$ cat src/rtl/memwb_pkg.sv
// memwb_pkg: state encoding and payload layout shared by
// the MEM/WB skid pipeline and its payload registers.
package memwb_pkg;

   typedef enum logic [1:0] {
      ST_EMPTY = 2'd0,
      ST_ONE   = 2'd1,
      ST_TWO   = 2'd2
   } state_e;

   localparam int DEF_DATA_W     = 32;
   localparam int DEF_REG_ADDR_W = 5;
   localparam int PAYLOAD_W      = 2*DEF_DATA_W+DEF_REG_ADDR_W+2;

   // Packed layout, LSB first:
   // mem_to_reg, reg_write, dest, mem, alu
   localparam int OFF_M2R  = 0;
   localparam int OFF_RW   = 1;
   localparam int OFF_DEST = 2;

   function automatic int payload_w(int dw, int aw);
      return 2*dw + aw + 2;
   endfunction

   function automatic int off_mem(int aw);
      return OFF_DEST + aw;
   endfunction

   function automatic int off_alu(int dw, int aw);
      return OFF_DEST + aw + dw;
   endfunction

endpackage

$ cat src/rtl/memwb_payload_reg.sv
// memwb_payload_reg: one packed MEM/WB entry with load
// enable; cleared only by the asynchronous reset.
module memwb_payload_reg
   import memwb_pkg::*;
#(
   parameter int W = PAYLOAD_W
) (
   input  logic         clk,
   input  logic         reset,
   input  logic         load,
   input  logic [W-1:0] d,
   output logic [W-1:0] q
);

   // Hold the entry until a new one is loaded.
   always_ff @(posedge clk or posedge reset) begin
      if (reset)
         q <= '0;
      else if (load)
         q <= d;
   end

endmodule

$ cat src/rtl/memwb_skid_pipe.sv
// memwb_skid_pipe: MEM/WB boundary with a 2-entry skid
// buffer and flush. Optional macro: MEMWB_WB_MUX_EN.
module memwb_skid_pipe
   import memwb_pkg::*;
#(
   parameter int DATA_W            = 32,
   parameter int REG_ADDR_W        = 5,
   parameter int ZERO_REG_SUPPRESS = 1
) (
   input  logic                  clk,
   input  logic                  reset,
   input  logic                  flush,
   input  logic                  in_valid,
   output logic                  in_ready,
   input  logic [DATA_W-1:0]     alu_i,
   input  logic [DATA_W-1:0]     mem_i,
   input  logic [REG_ADDR_W-1:0] dest_i,
   input  logic                  reg_write_i,
   input  logic                  mem_to_reg_i,
   output logic                  out_valid,
   input  logic                  out_ready,
   output logic [DATA_W-1:0]     alu_o,
   output logic [DATA_W-1:0]     mem_o,
   output logic [REG_ADDR_W-1:0] dest_o,
   output logic                  reg_write_o,
   output logic                  mem_to_reg_o
`ifdef MEMWB_WB_MUX_EN
   ,
   output logic [DATA_W-1:0]     wb_data_o
`endif
);

   localparam int PW = payload_w(DATA_W, REG_ADDR_W);
   localparam int OM = off_mem(REG_ADDR_W);
   localparam int OA = off_alu(DATA_W, REG_ADDR_W);

   state_e          state;
   logic            accept;
   logic            pop;
   logic            load_main;
   logic            load_skid;
   logic            zero_hit;
   logic [PW-1:0]   in_pay;
   logic [PW-1:0]   main_d;
   logic [PW-1:0]   main_q;
   logic [PW-1:0]   skid_q;

   // Ready depends on registered state only, never on out_ready.
   assign in_ready  = (state != ST_TWO);
   assign out_valid = (state != ST_EMPTY);
   assign accept    = in_valid & in_ready;
   assign pop       = out_valid & out_ready;

   assign in_pay = {alu_i, mem_i, dest_i,
                    reg_write_i, mem_to_reg_i};

   // Route loads; flush suppresses every capture.
   always_comb begin
      load_main = 1'b0;
      load_skid = 1'b0;
      main_d    = in_pay;
      if (!flush) begin
         unique case (state)
            ST_EMPTY: load_main = accept;
            ST_ONE: begin
               load_main = accept & pop;
               load_skid = accept & ~pop;
            end
            ST_TWO: begin
               load_main = pop;
               main_d    = skid_q;
            end
            default: ;
         endcase
      end
   end

   // Occupancy FSM; flush empties both entries at once.
   always_ff @(posedge clk or posedge reset) begin
      if (reset)
         state <= ST_EMPTY;
      else if (flush)
         state <= ST_EMPTY;
      else begin
         unique case (state)
            ST_EMPTY:
               if (accept) state <= ST_ONE;
            ST_ONE:
               if (accept & ~pop)
                  state <= ST_TWO;
               else if (~accept & pop)
                  state <= ST_EMPTY;
            ST_TWO:
               if (pop) state <= ST_ONE;
            default:
               state <= ST_EMPTY;
         endcase
      end
   end

   memwb_payload_reg #(.W(PW)) u_main (
      .clk   (clk),
      .reset (reset),
      .load  (load_main),
      .d     (main_d),
      .q     (main_q)
   );

   memwb_payload_reg #(.W(PW)) u_skid (
      .clk   (clk),
      .reset (reset),
      .load  (load_skid),
      .d     (in_pay),
      .q     (skid_q)
   );

   assign alu_o        = main_q[OA +: DATA_W];
   assign mem_o        = main_q[OM +: DATA_W];
   assign dest_o       = main_q[OFF_DEST +: REG_ADDR_W];
   assign mem_to_reg_o = main_q[OFF_M2R];

   assign zero_hit    = (ZERO_REG_SUPPRESS != 0) &&
                        (dest_o == '0);
   assign reg_write_o = main_q[OFF_RW] & out_valid &
                        ~zero_hit;

`ifdef MEMWB_WB_MUX_EN
   assign wb_data_o = mem_to_reg_o ? mem_o : alu_o;
`endif

endmodule

$ cat config.mk
export PLATFORM = sky130hd
export DESIGN_NAME = memwb_skid_pipe
export DESIGN_NICKNAME = d
export VERILOG_FILES = /design/src/rtl/memwb_pkg.sv /design/src/rtl/memwb_payload_reg.sv /design/src/rtl/memwb_skid_pipe.sv
export SDC_FILE = /design/constraint.sdc
export NUM_CORES = 1
export LEC_CHECK = 0
export CAP_MARGIN = 5
export CORE_ASPECT_RATIO = 2
export CORE_MARGIN = 2
export CORE_UTILIZATION = 55
export CTS_CLUSTER_SIZE = 28
export DETAILED_ROUTE_END_ITERATION = 8
export DONT_BUFFER_PORTS = 1
export GPL_ROUTABILITY_DRIVEN = 0
export PLACE_DENSITY = 0.69
export SLEW_MARGIN = 20
export SYNTH_ARGS = -nofsm -noshare
export SYNTH_HDL_FRONTEND = slang
export SYNTH_SLANG_ARGS = --single-unit
$ cat constraint.sdc
create_clock -name clk -period 9.9 [get_ports clk]
set_input_delay 0.495 -clock clk [delete_from_list [all_inputs] [get_ports clk]]
set_output_delay 0.495 -clock clk [all_outputs]
set_load 0.02 [all_outputs]
## Yosys cells after proc, flatten, opt, wreduce, memory -nomap -nowiden

Index checks and enable logic that the tools add are counted.
W data, S select, Z words.

- Register bits after elaboration: 144
- Bits of input ports: 76
- Output and inout port bits: 73

- Equality and inequality tests: 6
- Multiplexer cells: 12
- Bitwise gates (word level): 10
- Reductions and logical operators: 4

Operator list:

| cell | count |
|---|---|
| $mux W71 | 2 |
| $mux W2 | 5 |
| $and A1 B1 Y1 | 7 |
| $ne A3 B3 Y1 const B | 2 |
| $pmux W2 S3 | 1 |
| $logic_not A5 Y1 | 1 |
| $ne A4 B4 Y1 const B | 1 |
| $mux W1 | 3 |
| $not A1 Y1 | 3 |
| $pmux W1 S3 | 1 |
| $reduce_and A3 Y1 | 1 |
| $eq A2 B1 Y1 const B | 1 |
| $eq A2 B2 Y1 const B | 1 |
| $logic_not A2 Y1 | 1 |
| $ne A2 B2 Y1 const B | 1 |
| $reduce_bool A2 Y1 | 1 |

## Depth between registers and ports, before layout

- Depth in word-level cells: 8
- Gate-level depth with buffers: 6

## Modules after synthesis

A second synthesis with hierarchy kept.

- Cells, all modules: 399
- Area, all modules: 7,041.8 um^2

By module, submodules not included:

| module | times used | cells each | area an instance (um^2) | seq. area each (um^2) |
|---|---|---|---|---|
| memwb_payload_reg | 2 | 151 | 2,994.1 | 1,776.7 |
| memwb_skid_pipe | 1 | 97 | 1,053.5 | 50.0 |

## Worst setup path after synthesis

No wires, ideal clock.

- Kind: input to register
- Start point: in flush
- End point: reg u_main.q[0]
- Setup time: 0.125 ns
- Arrival: 1.702 ns
- Setup slack: 8.074 ns
- Stages on the path: 5
- Path buffers: 2
- Path through: nor3b_1 clkbuf_1 buf_2 mux2_2 mux2_2

- Cells in the longest elaborated chain, start to end: 1

Ends and longest elaborated chain:

| what | RTL line | RTL |
|---|---|---|
| start: declaration | memwb_skid_pipe.sv:12 | `input logic flush,` |
| $mux W71 / $mux W1 (equally long branches) | memwb_skid_pipe.sv:62 | `if (!flush) begin` |
| end signal: assignment | memwb_payload_reg.sv:18 | `q <= '0;` |
| end signal: assignment | memwb_payload_reg.sv:20 | `q <= d;` |
| end: declaration | memwb_payload_reg.sv:12 | `output logic [W-1:0] q` |

Parallel ways exist; a longest one is shown, timed or not.
A chain may end at the register's enable or synchronous reset.

## Final worst setup path

- Start point: reg u_main.q[3]
- End point: out reg_write_o

- Cells in the longest elaborated chain, start to end: 3

Ends and longest elaborated chain:

| what | RTL line | RTL |
|---|---|---|
| $logic_not A5 Y1 | memwb_skid_pipe.sv:123 | `(dest_o == '0);` |
| $not A1 Y1 | memwb_skid_pipe.sv:125 | `~zero_hit;` |
| $and A1 B1 Y1 | memwb_skid_pipe.sv:124 | `assign reg_write_o = main_q[OFF_RW] & out_valid &` |
| end: declaration | memwb_skid_pipe.sv:25 | `output logic reg_write_o,` |

No other way between the ends.

==> metrics <==
yosys warns 0; maxcap violations 0; status completed; Clock Latency Late Sink 410 ps; post-route minimum period 2230 ps; Post-CTS Hold Buffers 0; unrepaired setup endpoints after global routing false; Min Hold Slack 47.3 ps; Starting Density 56.1%; layout overhead on the synthesized area 3.57%; Max Root-Sink Buffers 2; CTS Buf Count 17; Final setup viols 0; vias in the first global route 3526; Cells after DPL 527; fin cells 560; #FFs+latches synth 144; Max IR drop VDD 0.000163 V; worst path cell trace or4_1 -> o211a_1; grt total ovfl 0; Setup Fix Bufs, Post-CTS 0; critical path data required time 9410 ps; DRC viols 0; CP startpoint kind flip-flop; critical path type reg -> out; gr usage total 18.2%; TritonCTS clock tree built; Rel. slew slack 35.0%; CTS Sinks 144; reg-to-reg slack, setup 7690 ps; first-pass GRT wire length 18100 µm; final net count 476; register area share after synthesis 53.3%; PortBufs 0; die area 13300 µm²; Post-Syn Nets 544; final setup margin 7670 ps; site row count 57; largest net degree at the start of global routing 74; Pleak 2.96 nW; total wire length 11400 µm; Setup Skew 8.79 ps; Clock transition at path regs 60 ps; Crit path largest cell delay 560 ps; Post-Synthesis Cell Area 6760 µm²; post_cts resized 0; Ant. Diodes 0; vias per cell 5.72; arrival time at the worst endpoint 1740 ps; Ports 149; final worst-path cycle share 22.5%; Avg Cell Area, Syn 14.5 µm²; Hold Crit Class in -> async; Crit Path Max Fanout 3; actual slew at the worst max-slew pin 975 ps; drt first pass iters 3; Die H 161 µm; library cells used by synthesis 22; DP HPWL 7320 µm; CP Capture Type output pin; Peak Freq 448 MHz; Vias 3202; final hold vios 0; share of cells above drive strength 1 61.7%; sum of negative setup slack 0 ps; routed len/inst 20.4 µm; Final Power 0.00174 W; Max Slew Vio Count 0; initial antenna violation count 0; most common cell after layout, fill and taps aside mux2_2; pwr dens 248 nW/µm²; DIE WIDTH 82.4 µm; Post-Syn Instances 468; Critical-path top delay cell or4_1; core region area 12100 µm²; pre-CTS WS 7490 ps; Post-DRT Antenna Nets 0; most frequent cells in the layout 213 x mux2_2, 144 x dfrtp_1, 17 x clkbuf_16; H-Tree Depth 4; DR iter-0 viols 121; root buf cell clkbuf_16
-- metrics by stage --
step                cell area [µm²]  util [%]
finish                         7010      58.1
global route                   7010      58.1
CTS                            6990      58.0
detailed placement             6380      52.9
global placement               6380      52.9
floorplan                      6760         -
-- layout make-up --
cell class,instances,area (µm²)
clock buffers,20,447
clock inverters,12,159
fillers,964,5050
inverters,1,8.76
multi-input cells,231,2550
flip-flops and latches,144,3600
well taps,147,184
repair buffers,5,50.0
-- per-layer routing --
| layer | wire, µm | GRT usage [%] |
|---|---|---|
| met5 | 0 | 0 |
| met1 | 4190 | 20.1 |
| met2 | 6020 | 30.5 |
| met3 | 963 | 7.08 |
| met4 | 260 | 7.73 |
-- cells by family after synthesis --
group	synth area share, %
mux	35.6
simple gates	1.09
flops	53.3
compound gates	0.666
buf+inv	9.36
-- cells in the mapped netlist (all sizes together) --
library cell	instances	share of area, %
or4	1	0.11
nand4bb	1	0.17
o211a	1	0.15
or3b	1	0.13
or2	1	0.093
nor2	2	0.11
mux2	213	35
inv	1	0.055
o31ai	1	0.18
a21oi	1	0.074
nand2b	1	0.093
nor2b	1	0.093
dfrtp	144	53
nand2	2	0.11
a21boi	1	0.11
o21ba	1	0.15
clkbuf	3	0.17
nand3	1	0.074
nor3b	1	0.11
mux2i	1	0.15
buf	89	9.1
-- flip-flops by register name, summed over array words and instances (netlist names) --
| signal | count |
|---|---|
| state | 2 |
| u_skid.q | 71 |
| u_main.q | 71 |
-- power breakdown --
group | switching [W] | internal, W | leakage (nW)
registers | 0.000161 | 0.000733 | 1.73
logic | 0.0000655 | 0.000131 | 0.940
clock network | 0.000245 | 0.000405 | 0.291
total | 0.000472 | 0.00127 | 2.96
-- path summary, 6_finish.rpt --
path                         startpoint            to  cells after the start
setup / recovery            u_main.q[3]   reg_write_o                      2
hold / removal                    reset  u_main.q[67]                      1
setup reg to reg               state[1]  u_main.q[20]                      4
hold reg to reg            u_skid.q[48]  u_skid.q[48]                      1
max in group asynchronous         reset  u_skid.q[14]                      2
min in group clk              mem_i[12]  u_skid.q[19]                      1
-- critical path: cells and delay by family (launching register included) --
| family | cells | cell delay, ps |
|---|---|---|
| flops | 1 | 460 |
| simple gates | 1 | 560 |
| compound gates | 1 | 310 |
No activity file was read; power rests on OpenSTA's default activity.
